==> src/rtl/seq_pkg.sv <==
// rtl/seq_pkg.sv - shared defaults and occupancy-state encoding for the match logger
// Purpose: parameter defaults (timestamp, buffer depth, counter widths) and the
//          one-hot buffer occupancy state used by seq_rec_fifo.
// Ports:   none (package).
package seq_pkg;

  localparam int TS_W_DEF  = 16;
  localparam int DEPTH_DEF = 4;
  localparam int CNT_W_DEF = 8;

  // One-hot, in the same style as the upstream detector states.
  typedef enum logic [2:0] {
    OCC_EMPTY   = 3'b001,
    OCC_PARTIAL = 3'b010,
    OCC_FULL    = 3'b100
  } occ_state_e;

endpackage

==> src/rtl/seq_match_logger_if.sv <==
// rtl/seq_match_logger_if.sv - record output handshake between logger and consumer
// Purpose: groups the match-record stream (valid/ready/timestamp).
// Ports:   m_valid (head holds a record), m_ready (consumer accepts head),
//          m_ts (head timestamp). master = logger side, slave = consumer side.
interface seq_match_logger_if
  import seq_pkg::*;
#(
  parameter int TS_W = TS_W_DEF
);

  logic            m_valid;
  logic            m_ready;
  logic [TS_W-1:0] m_ts;

  modport master (output m_valid, output m_ts, input m_ready);
  modport slave  (input m_valid, input m_ts, output m_ready);

endinterface

==> src/rtl/seq_rec_fifo.sv <==
// rtl/seq_rec_fifo.sv - circular record buffer with occupancy state and level
// Purpose: FIFO storage for match timestamps; push is refused only when full
//          and no pop happens on the same edge.
// Ports:   clk, rst (async active-low), push/din (write request/data),
//          pop (read request, ignored when empty), dout (head, 0 when empty),
//          empty, full, level (occupancy 0..DEPTH).
module seq_rec_fifo
  import seq_pkg::*;
#(
  parameter int W     = TS_W_DEF,
  parameter int DEPTH = DEPTH_DEF
) (
  input  logic                     clk,
  input  logic                     rst,
  input  logic                     push,
  input  logic [W-1:0]             din,
  input  logic                     pop,
  output logic [W-1:0]             dout,
  output logic                     empty,
  output logic                     full,
  output logic [$clog2(DEPTH):0]   level
);

  localparam int AW = $clog2(DEPTH);
  localparam int LW = AW + 1;

  logic [W-1:0]  mem [DEPTH];
  logic [AW-1:0] wr_ptr;
  logic [AW-1:0] rd_ptr;
  occ_state_e    state;
  occ_state_e    next_state;
  logic [LW-1:0] next_level;
  logic          do_push;
  logic          do_pop;

  assign empty = (state == OCC_EMPTY);
  assign full  = (state == OCC_FULL);

  // A pop frees the slot on the same edge, so a full buffer still accepts.
  assign do_pop  = pop && !empty;
  assign do_push = push && (!full || do_pop);

  assign dout = empty ? '0 : mem[rd_ptr];

  always_comb begin
    next_level = level;
    next_state = state;
    case ({do_push, do_pop})
      2'b10:   next_level = level + LW'(1);
      2'b01:   next_level = level - LW'(1);
      default: next_level = level;
    endcase
    if (next_level == '0)
      next_state = OCC_EMPTY;
    else if (next_level == LW'(DEPTH))
      next_state = OCC_FULL;
    else
      next_state = OCC_PARTIAL;
  end

  always_ff @(posedge clk or negedge rst) begin
    if (!rst) begin
      state  <= OCC_EMPTY;
      level  <= '0;
      wr_ptr <= '0;
      rd_ptr <= '0;
    end else begin
      state <= next_state;
      level <= next_level;
      // DEPTH is a power of two, so the pointers wrap on natural overflow.
      if (do_push) wr_ptr <= wr_ptr + AW'(1);
      if (do_pop)  rd_ptr <= rd_ptr + AW'(1);
    end
  end

  // Storage needs no reset: dout is masked to 0 while empty.
  always_ff @(posedge clk) begin
    if (do_push) mem[wr_ptr] <= din;
  end

endmodule

==> src/rtl/seq_match_logger.sv <==
// rtl/seq_match_logger.sv - timestamps match pulses into a record buffer with stats
// Purpose: free-running cycle timestamp; each pattern pulse logs the timestamp,
//          counts the match, and counts a drop when the buffer cannot take it.
// Ports:   clk, rst (async active-low), pattern (match pulse), clr (sync clear
//          of counters/ovf), m (record stream, master), match_cnt, drop_cnt
//          (saturating), ovf (sticky drop flag), level (buffer occupancy).
module seq_match_logger
  import seq_pkg::*;
#(
  parameter int TS_W  = TS_W_DEF,
  parameter int DEPTH = DEPTH_DEF,
  parameter int CNT_W = CNT_W_DEF
) (
  input  logic                    clk,
  input  logic                    rst,
  input  logic                    pattern,
  input  logic                    clr,
  seq_match_logger_if.master      m,
  output logic [CNT_W-1:0]        match_cnt,
  output logic [CNT_W-1:0]        drop_cnt,
  output logic                    ovf,
  output logic [$clog2(DEPTH):0]  level
);

  logic [TS_W-1:0]  ts_cnt;
  logic             empty;
  logic             full;
  logic             pop;
  logic             drop;
  logic [CNT_W-1:0] match_base;
  logic [CNT_W-1:0] drop_base;
  logic [CNT_W-1:0] match_nxt;
  logic [CNT_W-1:0] drop_nxt;
  logic             ovf_nxt;

  seq_rec_fifo #(
    .W     (TS_W),
    .DEPTH (DEPTH)
  ) u_fifo (
    .clk   (clk),
    .rst   (rst),
    .push  (pattern),
    .din   (ts_cnt),
    .pop   (pop),
    .dout  (m.m_ts),
    .empty (empty),
    .full  (full),
    .level (level)
  );

  assign m.m_valid = !empty;
  assign pop       = m.m_valid && m.m_ready;
  assign drop      = pattern && full && !pop;

  // clr wins over the old value, but a pulse on the same edge still counts.
  always_comb begin
    match_base = clr ? '0 : match_cnt;
    drop_base  = clr ? '0 : drop_cnt;
    match_nxt  = match_base;
    drop_nxt   = drop_base;
    if (pattern && (match_base != '1)) match_nxt = match_base + CNT_W'(1);
    if (drop && (drop_base != '1))     drop_nxt  = drop_base + CNT_W'(1);
    ovf_nxt = (clr ? 1'b0 : ovf) | drop;
  end

  always_ff @(posedge clk or negedge rst) begin
    if (!rst) begin
      ts_cnt    <= '0;
      match_cnt <= '0;
      drop_cnt  <= '0;
      ovf       <= 1'b0;
    end else begin
      ts_cnt    <= ts_cnt + TS_W'(1);
      match_cnt <= match_nxt;
      drop_cnt  <= drop_nxt;
      ovf       <= ovf_nxt;
    end
  end

endmodule
==> src/flat_wrapper.sv <==
// flat-port wrapper written by rule: the top's interface ports become plain ports
module seq_match_logger_flat import seq_pkg::*;
#(
  parameter int TS_W  = TS_W_DEF,
  parameter int DEPTH = DEPTH_DEF,
  parameter int CNT_W = CNT_W_DEF
)
  (clk, rst, pattern, clr, match_cnt, drop_cnt, ovf, level, m_m_valid, m_m_ts, m_m_ready);
  seq_match_logger_if #(.TS_W(TS_W)) m_i ();
  input  logic clk;
  input  logic rst;
  input  logic pattern;
  input  logic clr;
  output logic [CNT_W-1:0] match_cnt;
  output logic [CNT_W-1:0] drop_cnt;
  output logic ovf;
  output logic [$clog2(DEPTH):0] level;
  output wire logic [$bits(m_i.m_valid)-1:0] m_m_valid;
  output wire logic [$bits(m_i.m_ts)-1:0] m_m_ts;
  input wire logic [$bits(m_i.m_ready)-1:0] m_m_ready;
  assign m_m_valid = m_i.m_valid;
  assign m_m_ts = m_i.m_ts;
  assign m_i.m_ready = m_m_ready;
  seq_match_logger #(.TS_W(TS_W), .DEPTH(DEPTH), .CNT_W(CNT_W)) u_core (.clk(clk), .rst(rst), .pattern(pattern), .clr(clr), .m(m_i), .match_cnt(match_cnt), .drop_cnt(drop_cnt), .ovf(ovf), .level(level));
endmodule
==> config.mk <==
export PLATFORM = sky130hd
export DESIGN_NAME = seq_match_logger_flat
export DESIGN_NICKNAME = d
export VERILOG_FILES = /design/src/rtl/seq_pkg.sv /design/src/rtl/seq_match_logger_if.sv /design/src/rtl/seq_rec_fifo.sv /design/src/rtl/seq_match_logger.sv /design/src/flat_wrapper.sv
export SDC_FILE = /design/constraint.sdc
export NUM_CORES = 1
export LEC_CHECK = 0
export CAP_MARGIN = 20
export CORE_MARGIN = 2
export CORE_UTILIZATION = 57
export DETAILED_ROUTE_END_ITERATION = 10
export GPL_ROUTABILITY_DRIVEN = 0
export HOLD_SLACK_MARGIN = 0.15
export PLACE_DENSITY = 0.86
export SLEW_MARGIN = 0
export SYNTH_ARGS = -nofsm -noshare
export SYNTH_HDL_FRONTEND = slang
export SYNTH_SLANG_ARGS = --single-unit
==> constraint.sdc <==
create_clock -name clk -period 3.2 [get_ports clk]
set_input_delay 0.48 -clock clk [delete_from_list [all_inputs] [get_ports clk]]
set_output_delay 0.48 -clock clk [all_outputs]
set_load 0.05 [all_outputs]
### Word level (Yosys, flattened, before mapping)

Memory sizes are Yosys's and may differ from the RTL's.
Index checks and enable logic that the tools add are counted.

* memories kept: 1
* bits in writable memories: 64
* bits in registers: 43
* output and inout port bits: 37
* input port bits: 5
* logic and storage cells: 47

Memory list
* u_core.u_fifo.mem: words 4, bits a word 16, read ports 1, clocked after memory_dff 0, wr ports 1, RTL line seq_rec_fifo.sv:27 `logic [W-1:0] mem [DEPTH];`

* reduce and logical (&&, ||, !) cells: 12
* bitwise gates (word level): 1
* muxes and demuxes: 11
* $add $sub $neg: 7
* eq/ne operators: 7

Operator list (count)
* 8-bit two-way mux: 4
* 16-bit by 1-bit adder with 16-bit output, second input constant: 1
* 8-bit by 1-bit adder with 8-bit output, second input constant: 2
* 16-bit two-way mux: 1
* 8-bit inequality test, second input constant: 2
* 1-bit logical AND: 7
* 3-bit equality test, second input constant: 2
* 3-bit two-way mux: 2
* 3-bit case mux with 2 select lines: 1
* 2-bit by 1-bit adder with 2-bit output, second input constant: 2
* 3-bit by 1-bit adder with 3-bit output, second input constant: 1
* 3-bit by 1-bit equality test with 1-bit output, second input constant: 1
* 1-bit logical NOT: 3
* 3-bit logical NOT: 1
* 1-bit two-way mux: 3
* 3-bit by 1-bit subtractor with 3-bit output, second input constant: 1
* 2-bit by 1-bit equality test with 1-bit output, second input constant: 1
* 2-bit equality test, second input constant: 1
* 1-bit logical OR: 1
* 1-bit bitwise OR: 1

### Depth between registers and ports, before layout

Gate-level depths: netlist of the first run.

* word-level depth: 11
* depth in mapped cells: 11
* mapped depth without buffers: 10

### Modules after synthesis

Synthesis of the first run repeated with hierarchy kept, for this count alone.

* cell total of the unflattened synthesis: 307
* area, all modules: 4703.3 um2

Modules (own cells, without submodules)
* seq_rec_fifo: sequential area each 2173.3 um2, times used 1, cells an instance 159, area an instance 3044.2 um2
* seq_match_logger: sequential area each 825.8 um2, times used 1, cells an instance 148, area an instance 1659.1 um2

### Worst setup path before layout of the first run

No wires, ideal clock.

* kind: input port to flip-flop
* start point: input m_m_ready
* end point: register u_core.u_fifo.state[2]
* cell stages on the path: 11
* library setup time: 0.073 ns
* path slack: 0.722 ns
* buffers on the path: 1
* data arrival time: 2.405 ns
* cell sequence: nor4b_4 > and2b_2 > clkbuf_1 > inv_1 > ha_1 > inv_1 > fa_1 > xor2_1 > nor2_1 > xor2_1 > nor2b_1

* cells in the longest elaborated chain, start to end: 9

Ends and longest elaborated chain
* from (decl): RTL line flat_wrapper.sv:20 `input wire logic [$bits(m_i.m_ready)-1:0] m_m_ready;`
* 1-bit logical AND *: RTL line seq_match_logger.sv:52 `assign pop = m.m_valid && m.m_ready;`
* 1-bit logical AND *: RTL line seq_rec_fifo.sv:40 `assign do_pop = pop && !empty;`
* 1-bit logical OR: RTL line seq_rec_fifo.sv:41 `assign do_push = push && (!full || do_pop);`
* 1-bit logical AND: RTL line seq_rec_fifo.sv:41
* 2-bit by 1-bit equality test with 1-bit output / 2-bit equality test (equally long branches): RTL line seq_rec_fifo.sv:48 `case ({do_push, do_pop})`
* 3-bit case mux with 2 select lines *: RTL line seq_rec_fifo.sv:48
* named net u_core.u_fifo.next_level[2]: RTL line seq_rec_fifo.sv:32 `logic [LW-1:0] next_level;`
* 3-bit equality test: RTL line seq_rec_fifo.sv:55 `else if (next_level == LW'(DEPTH))`
* 3-bit two-way mux: RTL line seq_rec_fifo.sv:55
* 3-bit two-way mux *: RTL line seq_rec_fifo.sv:53 `if (next_level == '0)`
* named net u_core.u_fifo.next_state[2]: RTL line seq_rec_fifo.sv:31 `occ_state_e next_state;`
* to (signal assigned): RTL line seq_rec_fifo.sv:68 `state <= next_state;`
* to (decl): RTL line seq_rec_fifo.sv:30 `occ_state_e state;`

The timed path passes the listed nets; every way through them passes the cells marked *.
A chain may end at the register's enable or synchronous reset.

### Worst setup path after layout of the first run

* start point: register u_core.u_fifo.rd_ptr[0]
* end point: output m_m_ts[10]

* cells in the longest elaborated chain, start to end: 2

Ends and longest elaborated chain
* from (decl): RTL line seq_rec_fifo.sv:29 `logic [AW-1:0] rd_ptr;`
* from (signal assigned): RTL line seq_rec_fifo.sv:72 `if (do_pop) rd_ptr <= rd_ptr + AW'(1);`
* memory read 4 x 16 bit
* 16-bit two-way mux: RTL line seq_rec_fifo.sv:43 `assign dout = empty ? '0 : mem[rd_ptr];`
* to (decl): RTL line flat_wrapper.sv:19 `output wire logic [$bits(m_i.m_ts)-1:0] m_m_ts;`

Every way passes these cells.

==> results of run 1 <==
==> cell families (layout without fill, tap and decap cells) <==
family,count (synthesis),after routing,synth area share
AO/OA/AOI/OAI,15,15,0.0224
XOR/XNOR,25,25,0.0484
adder cells (fa/ha/maj),9,9,0.0265
buffers and inverters,21,82,0.0188
flip-flops,107,107,0.663
multiplexers,23,23,0.0960
AND/OR/NAND/NOR,102,102,0.125
==> worst min-delay path by stage <==
stage | startpoint | end | slack (ps) | cells past startpoint
finish | rst | u_core.match_cnt[4] | 450 | 2
global route | rst | u_core.match_cnt[4] | 450 | 2
CTS | rst | u_core.u_fifo.state[2] | 290 | 1
detailed placement | u_core.u_fifo.level[2] | u_core.u_fifo.level[2] | 500 | 1
global placement | u_core.u_fifo.level[2] | u_core.u_fifo.level[2] | 490 | 1
floorplan | rst | u_core.drop_cnt[0] | 180 | 0
==> cells in the final DEF, fill, tap and decap left out, types with 3 or more instances in the layout <==
cell / n
nor3_1: 5
mux2i_1: 4
nor2b_1: 15
and2_1: 5
nand3b_1: 3
edfxtp_1: 64
nor2_1: 15
xor2_1: 9
o21ai_0: 6
nand3_1: 15
mux4_2: 16
a21oi_1: 5
ha_1: 8
xnor2_1: 16
mux2_2: 3
buf_4: 8
clkbuf_8: 9
clkdlybuf4s50_1: 40
dfrtp_1: 42
nand2_1: 20
inv_1: 14
and3_1: 5
and2b_1: 9
==> power by group through the flow <==
stage | combinational [mW] | sequential (mW) | clock (mW)
after floorplan | 1.16 | 1.89 | 0
after global placement | 1.73 | 1.83 | 0
after detailed placement | 1.75 | 1.85 | 0
after CTS | 1.75 | 1.82 | 0.841
after global routing | 1.85 | 1.85 | 0.896
final | 1.74 | 1.82 | 0.824
==> sequential cells by signal, indices dropped and copies added (netlist names), 2 cells and up <==
| name | count |
|---|---|
| u_core.ts_cnt | 16 |
| u_core.match_cnt | 8 |
| u_core.u_fifo.level | 3 |
| u_core.u_fifo.wr_ptr | 2 |
| u_core.u_fifo.mem | 64 |
| u_core.drop_cnt | 8 |
| u_core.u_fifo.state | 3 |
| u_core.u_fifo.rd_ptr | 2 |
==> metal layers <==
layer	routed length [um]	GRT usage	part of all wire
met5	0	0	0
met4	89	0.0686	0.012
met3	306	0.0403	0.040
met2	3880	0.312	0.51
met1	3380	0.263	0.44
==> final cells by class <==
class,count,share of cell area
multi-input combinational,174,0.271
inverter,14,0.00984
timing repair buffer,52,0.0966
sequential,107,0.562
tap,102,0.0239
clock buffer,9,0.0232
clock inverter,7,0.0141
==> through the flow <==
stage	cells	setup slack (ps)	cell area, um^2	utilization	hold slack (ps)
3_5_place_dp	447	307	5110	0.661	502
2_1_floorplan	302	722	4520	-	184
4_1_cts	463	302	5310	0.687	293
3_3_place_gp	447	394	5110	0.661	489
6_report	465	335	5340	0.691	451
5_1_grt	465	243	5340	0.691	450
==> cells in the mapped netlist, types with 2 or more instances <==
| cell type | number |
|---|---|
| nand2_1 | 20 |
| a21oi_1 | 5 |
| mux2_2 | 3 |
| mux2i_1 | 4 |
| nor2_1 | 15 |
| nand4_1 | 2 |
| mux4_2 | 16 |
| ha_1 | 8 |
| edfxtp_1 | 64 |
| nand3_1 | 15 |
| dfrtp_1 | 42 |
| and3_1 | 5 |
| nor2b_1 | 15 |
| xor2_1 | 9 |
| a31oi_1 | 2 |
| clkbuf_1 | 4 |
| xnor2_1 | 16 |
| and2_1 | 5 |
| inv_1 | 14 |
| and2b_1 | 9 |
| buf_2 | 2 |
| nor3_1 | 5 |
| o21ai_0 | 6 |
| nand3b_1 | 3 |
==> flow_summary.json, run 1 <==
{
  "tritoncts": "yes",
  "final_layout_size_suffix_gt1_frac": 0.143,
  "crit_cells": 4,
  "slowest_delay_ps": 690,
  "synthDistinctLibCells": 37,
  "setup_tns_ps": 0,
  "wl_per_cell_um": 16.5,
  "relSlewSlack": 0.627,
  "status": "completed",
  "ys_top_cells_by_area": "edfxtp_1 (42%), dfrtp_1 (23%), mux4_2 (8.0%)",
  "synth_fp_nets": 316,
  "p_int_mw": 2.78,
  "postRouteAntennaNets": 0,
  "n_antenna_cell": 0,
  "ys_seq_area_frac": 0.663,
  "synth.top_cell.area_share": 0.425,
  "dp_hpwl_um": 5030,
  "cts_root_buffer": "clkbuf_8",
  "cts_sinks": 107,
  "dieArea_um2": 8670,
  "cp-startpoint": "u_core.u_fifo.rd_ptr[0]",
  "ff2ff_path_depth": 10,
  "r2r-start": "u_core.u_fifo.state[1]",
  "power.density_nw_per_um2": 820,
  "power_mw": 4.38,
  "drc": 0,
  "ioPinCount": 42,
  "cts_setup_buffers": 0,
  "grt_pass1_wl_um": 12600,
  "grt_max_degree": 44,
  "start_util": 0.585,
  "post-route-min-period_ps": 2860,
  "htreeDepth": 3,
  "num_vias": 2547,
  "synth_async_sr_flop_share": 0.402,
  "maxCapViolCount": 0,
  "clkPwrFrac": 0.188,
  "finalNetCount": 372,
  "setup_viol": 0,
  "area_delta_synth_final_pct": 18.0,
  "worst-path-buf-inv": 2,
  "fp-row-count": 32,
  "clock_latency_ps": 370,
  "cts_inserted_buffers": 9,
  "p_seq_frac": 0.416,
  "fillCellCount": 518,
  "worst_pin_slew_ps": 555,
  "cts_resized": 0,
  "fin_worst_skew_ps": 10.7,
  "yosys_register_bits": 107,
  "reg2reg_slack_ps": 750,
  "synth_area_per_cell_um2": 15.0,
  "syn_inst": 302,
  "switchingPower_mw": 1.60,
  "fmax_mhz": 349,
  "ctsLongestPathBuffers": 2,
  "port-buffer-count": 41,
  "die_y_um": 93.1,
  "grt_pass1_vias": 2536,
  "seqCellArea_um2": 3000,
  "hp-class": "in -> async",
  "rsz0062_at_grt": "false",
  "path_clk_slew_ps": 90,
  "via_per_inst": 5.48,
  "finalHoldViolCount": 0,
  "r2r_end": "u_core.u_fifo.state[2]",
  "power.leakage_nw": 1.99,
  "period_share": 0.895,
  "routed_wl_um": 7650,
  "start_kind": "flip-flop",
  "end_kind": "output pin",
  "yosys.area.top_type": "edfxtp_1",
  "die_w_um": 93.1,
  "synth_area_um2": 4520,
  "first_pass_iters": 4,
  "crit_family": "buffers and inverters",
  "antenna_found_initial": 0,
  "cpMaxStageDelayCell": "clkdlybuf4s50_1",
  "synth_edf_count": 64,
  "worst_ep_arrival_time_ps": 2380,
  "cp.required_ps": 2720,
  "cp_cell_sequence": "buf_4 -> mux4_2 -> and2b_1 -> clkdlybuf4s50_1",
  "p_comb_frac": 0.396,
  "multiInputGateArea_um2": 1450,
  "ir_drop_mv": 0.514,
  "synthFlopType": "edfxtp_1",
  "switching_share": 0.364,
  "worstSetupPathType": "reg -> out",
  "track_usage": 0.193,
  "synth_warnings": 0,
  "drt_iter0_drc": 145,
  "cts_hold_buf": 0,
  "endpoint": "m_m_ts[10]",
  "core-area_um2": 7730,
  "drv_slew": 0,
  "grt_overflow": 0,
  "worstPathMaxFanout": 11
}
Note: power is estimated with default switching activity, not from simulation.
==> run 2: changes to the inputs <==
--- a/config.mk
+++ b/config.mk
@@ -9,10 +9,10 @@
 export CORE_MARGIN = 2
 export CORE_UTILIZATION = 57
 export DETAILED_ROUTE_END_ITERATION = 10
-export GPL_ROUTABILITY_DRIVEN = 0
 export HOLD_SLACK_MARGIN = 0.15
 export PLACE_DENSITY = 0.86
 export SLEW_MARGIN = 0
 export SYNTH_ARGS = -nofsm -noshare
 export SYNTH_HDL_FRONTEND = slang
+export SYNTH_HIERARCHICAL = 1
 export SYNTH_SLANG_ARGS = --single-unit
==> run 2 against run 1 <==
Utilization decreased by 1.6 points. Wire length up 9.6%. Register-to-register slack lost 180 ps. Setup slack got worse by 54 ps. Synthesized area up 4.0%. Cell count grew 0.86%. Die area increased by 3.8%. Critical path depth unchanged. Sequential power about the same. Non-clock buffer count grew 2. Sequential share of layout area down 1.3 points. Critical path type unchanged. Highest routed layer unchanged.
==> flow_summary.json, run 2 <==
{
  "fin_worst_skew_ps": 11.5,
  "synth-compound-area-share": 0.0713,
  "setup_tns_ps": 0,
  "synth_area_um2": 4700,
  "yosys_register_bits": 107,
  "start_util": 0.581,
  "drc": 0,
  "postRouteAntennaNets": 0,
  "clock_latency_ps": 360,
  "cp_cell_sequence": "buf_4 -> mux4_2 -> nor2b_1 -> clkdlybuf4s50_1",
  "synth.most_common_cell": "edfxtp_1",
  "worst_ep_arrival_time_ps": 2440,
  "cts_resized": 0,
  "cpMaxStageDelayCell": "clkdlybuf4s50_1",
  "worstSetupPathType": "reg -> out",
  "synthSimpleGateAreaFrac": 0.133,
  "tritoncts": "yes",
  "path_clk_slew_ps": 100,
  "finalNetCount": 370,
  "drt_iter0_drc": 204,
  "synth_xor_area_frac": 0.0335,
  "setup_viol": 0,
  "routed_wl_um": 8390,
  "grt_max_degree": 44,
  "grt_pass1_vias": 2631,
  "rsz0062_at_grt": "false",
  "status": "completed",
  "yosys.area.top_type": "edfxtp_1",
  "synthDistinctLibCells": 55,
  "n_antenna_cell": 0,
  "fmax_mhz": 343,
  "antenna_found_initial": 0,
  "dieArea_um2": 8990,
  "via_per_inst": 5.88,
  "power.leakage_nw": 2.07,
  "worstPathMaxFanout": 18,
  "first_pass_iters": 4,
  "synth_fp_nets": 318,
  "grt_overflow": 0,
  "fp-row-count": 33,
  "final_area_um2": 5470,
  "reg_top3": "u_core/u_fifo/mem x64, u_core/ts_cnt x16",
  "track_usage": 0.203,
  "crit_family": "buffers and inverters",
  "cp.required_ps": 2720,
  "area_delta_synth_final_pct": 16.2,
  "synth_common_cells": "edfxtp_1 (64), dfrtp_1 (42), mux4_2 (16)",
  "ys_top_cells_by_area": "edfxtp_1 (41%), dfrtp_1 (22%), mux4_2 (7.7%)",
  "relSlewSlack": 0.343,
  "synth_warnings": 6,
  "synth_area_per_cell_um2": 15.3,
  "ioPinCount": 42,
  "slowest_delay_ps": 710,
  "finalHoldViolCount": 0,
  "cts_setup_buffers": 0,
  "ir_drop_mv": 0.321,
  "cts_root_buffer": "clkbuf_8",
  "cts_inserted_buffers": 9,
  "crit_cells": 4,
  "synth_async_sr_flop_share": 0.402,
  "ys_seq_area_frac": 0.638,
  "final_layout_size_suffix_gt1_frac": 0.173,
  "ctsLongestPathBuffers": 2,
  "maxCapViolCount": 0,
  "syn_inst": 307,
  "start_kind": "flip-flop",
  "stdcell_count": 469,
  "wl_per_cell_um": 17.9,
  "final_common_cell": "edfxtp_1",
  "end_kind": "output pin",
  "dp.cells": 453,
  "final_cell_mix": "edfxtp_1 (64), dfrtp_1 (42), clkdlybuf4s50_1 (40)",
  "htreeDepth": 3,
  "hp-class": "in -> async",
  "cts_sinks": 107,
  "die_y_um": 94.8,
  "top_register": "u_core/u_fifo/mem",
  "port-buffer-count": 41,
  "period_share": 0.912,
  "num_vias": 2757,
  "globalplace.congestion": 0.940,
  "synthMuxAreaShare": 0.0787,
  "core-area_um2": 8090,
  "cts_hold_buf": 0,
  "ff2ff_path_depth": 11,
  "synth_edf_count": 64,
  "placedInstanceArea_um2": 5260,
  "synthAdderAreaFrac": 0.0176,
  "grt_pass1_wl_um": 13500,
  "synth_top_family_by_area": "simple AND/OR/NAND/NOR gates",
  "worst_pin_slew_ps": 986,
  "die_w_um": 94.8,
  "worst-path-buf-inv": 2,
  "largest_reg_flops": 64,
  "drv_slew": 0,
  "post-route-min-period_ps": 2920,
  "dp_hpwl_um": 5420,
  "power.density_nw_per_um2": 821,
  "synth.top_cell.area_share": 0.409,
  "synthFlopType": "edfxtp_1"
}
run 2: cell types whose count changed in the layout (fill, tap and decap cells not counted), moves of 6 or more:
cell     change
nand2_1      -9
nand3_1      -9
xnor2_1      -9
nor2_1       -8
and4_1       +6
run 2: stage by stage:
stage                util  hold slack [ps]  power (mW)  setup WS (ps)
floorplan               -              184        3.14            276
global placement    0.650              498        3.64            399
detailed placement  0.650              505        3.69            273
CTS                 0.675              301        4.52            244
global route        0.675              329        4.69            148
finish              0.675              268        4.49            281
run 2: cell type report:
class / instances / area (um^2)
sequential: 107 / 3000
fill: 592 / 2630
multi-input combinational: 173 / 1570
timing repair buffer: 54 / 503
tap: 105 / 131
clock buffer: 9 / 124
clock inverter: 7 / 82.6
inverter: 14 / 52.6
run 2: logic make-up (layout without fill, tap and decap cells):
kind of cell,after synthesis,in the layout
buffers and inverters,27,84
and+or+nand+nor,89,89
DFF,107,107
xor gates and xnor gates,18,18
adders and majority gates,6,6
AOI/OAI and AO/OA,43,43
muxes,17,17
run 2: worst paths after layout:
kind,from,end,slack [ps]
max,u_core/u_fifo/rd_ptr[0],m_m_ts[7],280
min,rst,u_core/u_fifo/level[1],270
max reg2reg,u_core/u_fifo/state[0],u_core/u_fifo/state[2],570
min reg2reg,u_core/ovf,u_core/ovf,530
max in group asynchronous,rst,u_core/match_cnt[5],2310
min in group clk,u_core/ovf,u_core/ovf,530
run 2: metal layers:
metal / GRT usage / vias up / share of wire
met1: 0.268 / 1394 / 0.43
met4: 0.0785 / 0 / 0.016
met3: 0.0415 / 11 / 0.037
li1: - / 1277 / -
met2: 0.336 / 75 / 0.52
met5: 0 / - / 0
run 2: worst register-to-register path, stage by stage (launching register included):
cell      delay [ps]
dfstp_2          400
nor3b_4          150
nand2b_1         160
inv_1            110
inv_1            120
nor3_2           260
inv_1             80
fa_1             380
nand2b_1         150
a221oi_1         410
or3_1            210
a22oi_1           80
run 2: power by group:
part           switching, mW  internal, mW
registers              0.120          1.72
clock network          0.467         0.377
logic                   1.09         0.720
==> run 3: changes to the inputs <==
--- a/config.mk
+++ b/config.mk
@@ -6,6 +6,7 @@
 export NUM_CORES = 1
 export LEC_CHECK = 0
 export CAP_MARGIN = 20
+export CORE_ASPECT_RATIO = 0.8
 export CORE_MARGIN = 2
 export CORE_UTILIZATION = 57
 export DETAILED_ROUTE_END_ITERATION = 10
@@ -16,3 +17,4 @@
 export SYNTH_HDL_FRONTEND = slang
 export SYNTH_HIERARCHICAL = 1
 export SYNTH_SLANG_ARGS = --single-unit
+export TNS_END_PERCENT = 100
==> run 3 against run 2 <==
Cell count grew 0.43%. Sequential cell count is the same. Sequential share of layout area grew 0.11 points.
==> flow_summary.json, run 3 (synthesis results as in run 2) <==
{
  "status": "completed",
  "tritoncts": "yes",
  "globalplace.congestion": 0.849,
  "post-route-min-period_ps": 2970,
  "reg_top3": "u_core/u_fifo/mem x64, u_core/ts_cnt x16",
  "power.density_nw_per_um2": 806,
  "whs_ps": 503,
  "fin_worst_skew_ps": 16.6,
  "port-buffer-count": 41,
  "finalNetCount": 369,
  "ioPinCount": 42,
  "power.leakage_nw": 2.06,
  "fp-row-count": 29,
  "cp.required_ps": 2720,
  "dp.cells": 453,
  "worst_pin_slew_ps": 525,
  "busiest_layer": "met2",
  "cts_sinks": 107,
  "worstPathMaxFanout": 18,
  "grt_overflow": 0,
  "worst_ep_arrival_time_ps": 2490,
  "die_w_um": 106,
  "final_cell_mix": "edfxtp_1 (64), dfrtp_1 (42), clkdlybuf4s50_1 (39)",
  "core-area_um2": 7980,
  "cts_root_buffer": "clkbuf_8",
  "postRouteAntennaNets": 0,
  "via_per_inst": 5.79,
  "die_y_um": 85.2,
  "wl_per_cell_um": 18.0,
  "use_met1": 0.287,
  "grt_pass1_wl_um": 13700,
  "finalHoldViolCount": 0,
  "cts_resized": 0,
  "final_layout_size_suffix_gt1_frac": 0.171,
  "area_delta_synth_final_pct": 16.0,
  "start_util": 0.589,
  "antenna_found_initial": 0,
  "setup_tns_ps": 0,
  "relSlewSlack": 0.649,
  "first_pass_iters": 4,
  "path_clk_slew_ps": 110,
  "routed_wl_um": 8500,
  "hp-class": "in -> async",
  "num_vias": 2727,
  "ctsLongestPathBuffers": 2,
  "dp_hpwl_um": 5720,
  "top_register": "u_core/u_fifo/mem",
  "dieArea_um2": 9000,
  "track_usage": 0.201,
  "maxCapViolCount": 0,
  "period_share": 0.929,
  "rsz0062_at_grt": "false",
  "start_kind": "flip-flop",
  "clock_latency_ps": 370,
  "final_common_cell": "edfxtp_1",
  "drc": 0,
  "htreeDepth": 3,
  "drt_iter0_drc": 168,
  "worstSetupPathType": "reg -> out",
  "cts_inserted_buffers": 9,
  "fillCellCount": 536,
  "grt_max_degree": 44,
  "drv_slew": 0,
  "grt_pass1_vias": 2613,
  "setup_viol": 0,
  "ir_drop_mv": 0.542,
  "largest_reg_flops": 64,
  "end_kind": "output pin",
  "stdcell_count": 471,
  "fmax_mhz": 336,
  "power_mw": 4.40,
  "grt_util_met2": 0.318,
  "grt_use_met3": 0.0461,
  "n_antenna_cell": 0
}
-- run 3: per-stage QoR --
step,instance area (um^2),util,setup slack [ps]
floorplan,4700,-,276
finish,5450,0.683,226
CTS,5420,0.679,174
detailed placement,5240,0.656,262
global route,5450,0.683,116
global placement,5240,0.656,381
-- run 3: layout make-up --
type / count / area [um^2] / share of cell area
multi-input cells: 173 / 1570 / 0.288
repair buffers: 53 / 508 / 0.0931
inverters: 14 / 52.6 / 0.00964
clock inverters: 6 / 58.8 / 0.0108
well taps: 108 / 135 / 0.0248
clock buffers: 10 / 128 / 0.0234
flip-flops and latches: 107 / 3000 / 0.550
-- run 3: where the power goes --
group / leakage, nW / total [mW] / switching [mW] / internal, mW
Combinational: 0.838 / 1.82 / 1.11 / 0.708
Sequential: 1.13 / 1.82 / 0.103 / 1.72
Clock: 0.0902 / 0.752 / 0.454 / 0.298
Total: 2.06 / 4.40 / 1.67 / 2.73
-- run 3: what timing repair did --
item | 4_1_cts | 5_1_grt
endpoints found under the hold margin | 0 | 9
hold buffers | 0 | 1
buffers inserted | 0 | 0
-- run 3: worst paths after layout --
path	start	to	slack [ps]	cells past startpoint
setup / recovery	u_core/u_fifo/rd_ptr[0]	m_m_ts[11]	230	4
hold / removal	rst	u_core/u_fifo/state[1]	500	2
setup reg to reg	u_core/u_fifo/state[0]	u_core/u_fifo/state[2]	550	11
hold reg to reg	u_core/ovf	u_core/ovf	520	1
max in group asynchronous	rst	u_core/u_fifo/state[0]	2180	3
min in group clk	u_core/ovf	u_core/ovf	520	1
-- run 3: critical path, cell delays in order (launching register included) --
cell             delay [ps]
dfrtp_1                 360
buf_4                   320
mux4_2                  560
nor2b_1                 150
clkdlybuf4s50_1         720
-- run 3: layer usage --
layer	up-vias	wire length (um)
met2	73	4170
met5	-	0
met4	0	80
li1	1269	-
met1	1377	3770
met3	8	474
